===== src/rtl/fifo_rd_burst_drain.sv =====
// -----------------------------------------------------------------------------
// fifo_rd_burst_drain
//
// Read-side consumer of the asynchronous FIFO. The whole block is in the read
// clock domain.
//
// Words are popped through the FIFO's r_empty/r_en/rdata interface into a
// 2-entry output buffer. They leave as a valid/ready stream that is framed into
// fixed-length bursts of BURST_LEN words. The final word of each burst carries
// out_last.
//
// A run/stop FSM only returns to IDLE on a burst boundary, so downstream never
// sees a partial burst. The one exception is an asynchronous reset: it abandons
// the current burst and discards the buffer.
//
// Parameters
//   MEMORY_WIDTH  data word width (must equal the FIFO's MEMORY_WIDTH)
//   BURST_LEN     words per burst, 2..256
//   BEAT_W        beat counter width, 2**BEAT_W >= BURST_LEN
//   CNT_W         completed-burst counter width
//
// Ports
//   r_clk      read-domain clock, rising edge
//   rrst_n     async active-low reset (release already synchronised upstream)
//   r_empty    FIFO empty flag
//   rdata      FIFO read data, valid whenever r_empty=0
//   r_en       FIFO pop strobe
//   run        level request: 1 = drain bursts, 0 = stop at next boundary
//   out_ready  downstream accept
//   out_valid  stream word valid
//   out_data   stream word
//   out_last   final word of a burst, qualified by out_valid
//   busy       FSM not idle or buffer not empty
//   burst_cnt  bursts completed at the output side, wraps
// -----------------------------------------------------------------------------
module fifo_rd_burst_drain #(
  parameter int MEMORY_WIDTH = 8,
  parameter int BURST_LEN    = 4,
  parameter int BEAT_W       = 8,
  parameter int CNT_W        = 16
) (
  input  logic                    r_clk,
  input  logic                    rrst_n,
  input  logic                    r_empty,
  input  logic [MEMORY_WIDTH-1:0] rdata,
  output logic                    r_en,
  input  logic                    run,
  input  logic                    out_ready,
  output logic                    out_valid,
  output logic [MEMORY_WIDTH-1:0] out_data,
  output logic                    out_last,
  output logic                    busy,
  output logic [CNT_W-1:0]        burst_cnt
);

  typedef enum logic [1:0] {
    IDLE = 2'd0,
    RUN  = 2'd1,
    STOP = 2'd2
  } state_t;

  localparam logic [BEAT_W-1:0] LAST_BEAT = BEAT_W'(BURST_LEN - 1);

  // Beat index of the next pop. It wraps after the last word of a burst.
  function automatic logic [BEAT_W-1:0] next_beat(input logic [BEAT_W-1:0] b);
    next_beat = (b == LAST_BEAT) ? '0 : b + BEAT_W'(1);
  endfunction

  state_t                  state_q, state_d;
  logic [BEAT_W-1:0]       beat_q, beat_d;
  logic                    push;
  logic                    out_fire;
  logic                    tail_last;

  // Output buffer. Entry p0 is the head and p1 sits behind it.
  // vld_p1 can only be set while vld_p0 is set.
  logic [MEMORY_WIDTH-1:0] data_p0, data_p1;
  logic                    last_p0, last_p1;
  logic                    vld_p0, vld_p1;

  // A pop depends only on registered state, registered occupancy and r_empty.
  // out_ready is deliberately kept off this path.
  assign push      = (state_q != IDLE) && !r_empty && !vld_p1;
  assign r_en      = push;
  assign tail_last = (beat_q == LAST_BEAT);
  assign beat_d    = push ? next_beat(beat_q) : beat_q;

  assign out_fire  = vld_p0 && out_ready;
  assign out_valid = vld_p0;
  assign out_data  = data_p0;
  assign out_last  = last_p0;
  assign busy      = (state_q != IDLE) || vld_p0;

  // The RUN exit decision uses the beat value after this cycle's pop. A pop
  // that starts a new burst in the same cycle as run falls therefore forces
  // STOP rather than IDLE, so that burst is always completed.
  always_comb begin
    state_d = state_q;
    case (state_q)
      IDLE: if (run) state_d = RUN;
      RUN: begin
        if (!run) state_d = (beat_d == '0) ? IDLE : STOP;
      end
      STOP: if (push && tail_last) state_d = IDLE;
      default: state_d = IDLE;
    endcase
  end

  always_ff @(posedge r_clk or negedge rrst_n) begin
    if (!rrst_n) begin
      state_q <= IDLE;
      beat_q  <= '0;
    end else begin
      state_q <= state_d;
      beat_q  <= beat_d;
    end
  end

  // ---- Output buffer: FIFO pop -> p1/p0 -> stream ----
  always_ff @(posedge r_clk or negedge rrst_n) begin
    if (!rrst_n) begin
      data_p0 <= '0;
      last_p0 <= 1'b0;
      vld_p0  <= 1'b0;
      data_p1 <= '0;
      last_p1 <= 1'b0;
      vld_p1  <= 1'b0;
    end else if (out_fire) begin
      // The head leaves. A push can only coincide with it when p1 is empty.
      if (vld_p1) begin
        data_p0 <= data_p1;
        last_p0 <= last_p1;
        vld_p1  <= 1'b0;
      end else if (push) begin
        data_p0 <= rdata;
        last_p0 <= tail_last;
      end else begin
        vld_p0  <= 1'b0;
      end
    end else if (push) begin
      if (!vld_p0) begin
        data_p0 <= rdata;
        last_p0 <= tail_last;
        vld_p0  <= 1'b1;
      end else begin
        data_p1 <= rdata;
        last_p1 <= tail_last;
        vld_p1  <= 1'b1;
      end
    end
  end

  // ---- Output side: completed-burst count ----
  always_ff @(posedge r_clk or negedge rrst_n) begin
    if (!rrst_n) begin
      burst_cnt <= '0;
    end else if (out_fire && last_p0) begin
      burst_cnt <= burst_cnt + CNT_W'(1);
    end
  end

endmodule

===== config.mk =====
export PLATFORM = sky130hd
export DESIGN_NAME = fifo_rd_burst_drain
export DESIGN_NICKNAME = d
export VERILOG_FILES = /design/src/rtl/fifo_rd_burst_drain.sv
export SDC_FILE = /design/constraint.sdc
export NUM_CORES = 1
export LEC_CHECK = 0
export CORE_ASPECT_RATIO = 0.6
export CORE_MARGIN = 5
export CORE_UTILIZATION = 50
export CTS_BUF_LIST = sky130_fd_sc_hd__clkbuf_8
export CTS_CLUSTER_DIAMETER = 120
export DETAILED_ROUTE_END_ITERATION = 10
export PLACE_DENSITY = 0.8
export SKIP_CTS_REPAIR_TIMING = 1
export SLEW_MARGIN = 20
export SYNTH_ARGS = -nofsm -noshare
export SYNTH_HDL_FRONTEND = slang
export SYNTH_SLANG_ARGS = --single-unit

===== constraint.sdc =====
create_clock -name r_clk -period 2.1 [get_ports r_clk]
set_input_delay 0.42 -clock r_clk [delete_from_list [all_inputs] [get_ports r_clk]]
set_output_delay 0.42 -clock r_clk [all_outputs]
set_load 0.005 [all_outputs]

==> flow_results.xml <==
<?xml version="1.0" encoding="UTF-8"?>
<metrics>
  <group name="clock_tree">
    <metric name="clock_sink_count" unit="">46</metric>
    <metric name="tritoncts" unit="">built</metric>
    <metric name="clock_tree.htree_level_count" unit="">2</metric>
    <metric name="max-clock-path-buffers" unit="">2</metric>
    <metric name="worst_skew_pair.late_latency" unit="ps">300</metric>
    <metric name="cts-buffers-inserted" unit="">5</metric>
    <metric name="cts_root_buf" unit="">sky130_fd_sc_hd__clkbuf_8</metric>
    <metric name="clk_pin_slew" unit="ps">80</metric>
  </group>
  <group name="timing">
    <metric name="rsz0062_at_grt" unit="">false</metric>
    <metric name="timing_max_transition_violations_final" unit="">0</metric>
    <metric name="max_slew_margin" unit="%">63.21</metric>
    <metric name="tightest_slew" unit="ps">551.8</metric>
    <metric name="final.period_utilization" unit="%">89.41</metric>
    <metric name="timing.final.hold_violations" unit="">0</metric>
    <metric name="setup_violations" unit="">0</metric>
    <metric name="maxClockFrequency" unit="MHz">532.6</metric>
    <metric name="timing.clock.skew" unit="ps">6.642</metric>
    <metric name="shortest_clock_period_the_worst_path_allows_after_layout" unit="ps">1878</metric>
    <metric name="worst_slack" unit="ps">222.4</metric>
  </group>
  <group name="worst_setup_path">
    <metric name="critPathCaptureType" unit="">flip-flop</metric>
    <metric name="critPathRequiredTime" unit="ps">2280</metric>
    <metric name="critical_path.max_fanout" unit="">9</metric>
    <metric name="worst_setup_path_start_kind" unit="">input pin</metric>
    <metric name="max_stage_delay" unit="ps">430</metric>
    <metric name="timing.critical_path.max_delay_family" unit="">simple AND/OR/NAND/NOR gates</metric>
    <metric name="critical_path.n_buffers_inverters" unit="">2</metric>
    <metric name="arrival" unit="ps">2060</metric>
    <metric name="critPathKind" unit="">in -&gt; reg</metric>
    <metric name="timing.critical_path.slowest_stage_cell" unit="">sky130_fd_sc_hd__clkdlybuf4s50_1</metric>
    <metric name="path_cells" unit="">clkdlybuf4s50_1 &gt; or3_4 &gt; or3_1 &gt; buf_4 &gt; mux2_4</metric>
  </group>
  <group name="global_route">
    <metric name="groute.layer.met3.usage" unit="%">4.585</metric>
    <metric name="gr-usage-met2" unit="%">25.40</metric>
    <metric name="grt_util_all_layers" unit="%">16.11</metric>
    <metric name="grt_busiest_layer" unit="">met2</metric>
    <metric name="grt_use_met1" unit="%">22.03</metric>
    <metric name="grt_pass1_vias" unit="">1517</metric>
    <metric name="antenna_found_initial" unit="">0</metric>
    <metric name="largest_net_degree_at_the_start_of_global_routing" unit="">47</metric>
    <metric name="first_pass_grt_wire_length" unit="um">7017</metric>
    <metric name="global_route.overflow_total" unit="">0</metric>
  </group>
  <group name="pwr">
    <metric name="cellPowerDensity" unit="nW/um^2">1028</metric>
    <metric name="net_sw_share" unit="%">31.20</metric>
    <metric name="power_frac_clock" unit="%">18.3</metric>
    <metric name="switchingPower" unit="mW">0.8905</metric>
    <metric name="ir_worst_vdd" unit="mV">0.6728</metric>
    <metric name="power_frac_seq" unit="%">46.7</metric>
    <metric name="int_power" unit="mW">1.963</metric>
    <metric name="power_frac_comb" unit="%">35.0</metric>
    <metric name="leakagePower" unit="nW">1.340</metric>
  </group>
  <group name="finish">
    <metric name="most_frequent_standard_cell_in_the_layout_excluding_fill_and_tap_cells" unit="">sky130_fd_sc_hd__dfrtp_1</metric>
    <metric name="nNetsFinal" unit="">259</metric>
    <metric name="stdcell_count" unit="">305</metric>
    <metric name="areaGrowthSynthToFinish" unit="%">29.69</metric>
    <metric name="final_layout_size_suffix_gt1_share" unit="%">13.06</metric>
    <metric name="num_antenna_cells" unit="">0</metric>
    <metric name="mostFrequentLayoutCells" unit="">sky130_fd_sc_hd__dfrtp_1, sky130_fd_sc_hd__clkdlybuf4s50_1, sky130_fd_sc_hd__nand2_1</metric>
    <metric name="final_design_area_no_fill" unit="sq um">2776</metric>
  </group>
  <group name="place">
    <metric name="place_area" unit="sq um">2683</metric>
    <metric name="routabilityCongestion" unit="">0.8810</metric>
    <metric name="place.detailed.instances" unit="">297</metric>
    <metric name="dpl.hpwl" unit="um">3081</metric>
    <metric name="placement.setup.worst_slack" unit="ps">-152.7</metric>
    <metric name="port_buffers" unit="">40</metric>
  </group>
  <group name="drt">
    <metric name="route.vias.total" unit="">1563</metric>
    <metric name="drt_wl_total" unit="um">4168</metric>
    <metric name="drt_first_pass_iters" unit="">4</metric>
    <metric name="vias_per_cell" unit="">5.125</metric>
    <metric name="dr.first_iter.drc_count" unit="">54</metric>
    <metric name="drc_errors" unit="">0</metric>
    <metric name="post_drt_wl_per_cell" unit="um">13.67</metric>
    <metric name="detail-route-antenna-nets" unit="">0</metric>
  </group>
  <group name="min_path">
    <metric name="min-delay-path-class" unit="">in -&gt; async</metric>
  </group>
  <group name="logic_synthesis">
    <metric name="yosys.cell_types.count" unit="">34</metric>
    <metric name="synth.yosys.seq_area_share" unit="%">53.77</metric>
    <metric name="synthesis.area_per_instance" unit="sq um">11.21</metric>
    <metric name="ys_async_sr_fraction" unit="%">100.0</metric>
    <metric name="netlist_area" unit="sq um">2141</metric>
    <metric name="dominantRegCellSynth" unit="">sky130_fd_sc_hd__dfrtp_1</metric>
    <metric name="register_bit_total_from_synthesis" unit="">46</metric>
    <metric name="yosys_warnings" unit="">0</metric>
    <metric name="synth_edf_count" unit="">0</metric>
    <metric name="syn-instance-count" unit="">191</metric>
    <metric name="postSynthNetCount" unit="">206</metric>
  </group>
  <group name="floorplan">
    <metric name="initial_core_util" unit="%">51.94</metric>
    <metric name="io_pins" unit="">41</metric>
    <metric name="floorplan.die.height" unit="um">60.69</metric>
    <metric name="dieArea" unit="sq um">5733</metric>
    <metric name="core_area" unit="sq um">4121</metric>
    <metric name="die_w" unit="um">94.48</metric>
    <metric name="fp-row-count" unit="">18</metric>
  </group>
  <group name="outcome">
    <metric name="status" unit="">finished clean</metric>
  </group>
  <group name="run">
    <metric name="max_cap_violations" unit="">0</metric>
  </group>
</metrics>
-- logic make-up after synthesis --
kind of cell    share of synthesized area (%)
compound gates                          6.897
flops                                   53.77
simple gates                            15.78
mux                                     10.99
fa+ha+maj                               1.169
xor+xnor                                9.410
buf+inv                                 1.987
-- sequential cells by signal, indices dropped and copies added (netlist names) --
name       flops
beat_q         8
out_data       8
out_valid      1
state_q        2
burst_cnt     16
out_last       1
vld_p1         1
last_p1        1
data_p1        8
-- path summary, 6_finish.rpt --
kind                               startpoint       endpoint  slack (ps)  cells after the start
worst min-delay path                   rrst_n     data_p1[0]         190                      2
min in group r_clk              burst_cnt[15]  burst_cnt[15]         480                      1
worst min register to register  burst_cnt[15]  burst_cnt[15]         480                      1
max in group asynchronous              rrst_n         vld_p1        1540                      2
worst max-delay path                  r_empty     data_p1[0]         220                      5
worst max register to register     state_q[0]     data_p1[0]         290                      5
-- power by group through the flow --
| stage | Sequential, mW | Clock [mW] | Combinational, mW |
|---|---|---|---|
| after global placement | 1.33 | 0 | 0.973 |
| after global routing | 1.37 | 0.582 | 1.10 |
| after detailed placement | 1.34 | 0 | 1.01 |
| after floorplan | 1.31 | 0 | 0.517 |
| final | 1.33 | 0.523 | 0.999 |
| after CTS | 1.33 | 0.538 | 1.01 |
-- Yosys cell counts (2+ instances only) --
cell type | instances | share of area (%)
sky130_fd_sc_hd__dfrtp_1 | 46 | 54
sky130_fd_sc_hd__inv_1 | 2 | 0.35
sky130_fd_sc_hd__xnor2_1 | 21 | 8.6
sky130_fd_sc_hd__mux2i_1 | 10 | 4.7
sky130_fd_sc_hd__nand2_1 | 28 | 4.9
sky130_fd_sc_hd__nand3_1 | 8 | 1.9
sky130_fd_sc_hd__o21ai_0 | 11 | 2.6
sky130_fd_sc_hd__clkbuf_1 | 3 | 0.53
sky130_fd_sc_hd__nand4_1 | 4 | 1.2
sky130_fd_sc_hd__or3_1 | 4 | 1.2
sky130_fd_sc_hd__a21o_1 | 2 | 0.70
sky130_fd_sc_hd__xor2_1 | 2 | 0.82
sky130_fd_sc_hd__a21oi_1 | 6 | 1.4
sky130_fd_sc_hd__mux2_4 | 9 | 6.3
sky130_fd_sc_hd__nor3_1 | 3 | 0.70
sky130_fd_sc_hd__ha_1 | 2 | 1.2
sky130_fd_sc_hd__and3_1 | 9 | 2.6
sky130_fd_sc_hd__nor2_1 | 4 | 0.70
sky130_fd_sc_hd__nor3b_1 | 2 | 0.70
-- area by class of cell --
| class | instances | area (sq um) |
|---|---|---|
| Tap cell | 60 | 75.07 |
| Inverter | 3 | 11.26 |
| Multi-Input combinational cell | 136 | 952.2 |
| Clock buffer | 5 | 68.82 |
| Clock inverter | 3 | 17.52 |
| Fill cell | 319 | 1345 |
| Sequential cell | 46 | 1151 |
| Timing Repair Buffer | 52 | 500.5 |
-- stage by stage --
step,power (mW),hold slack (ps),util [%],TNS (ps)
floorplan,1.822,124.4,-,0
global placement,2.304,460.4,65.09,-783.1
detailed placement,2.347,469.9,65.09,-1008
CTS,2.877,207.3,67.18,-165.3
global route,3.054,244.0,67.36,0
finish,2.854,191.7,67.36,0
-- metal layers --
metal / vias to the layer above / wire, um
met3: 5 / 258
met5: - / 0
met2: 50 / 1891
met1: 739 / 1987
met4: 0 / 31
li1: 769 / -
Note: power is estimated with default switching activity, not from simulation.
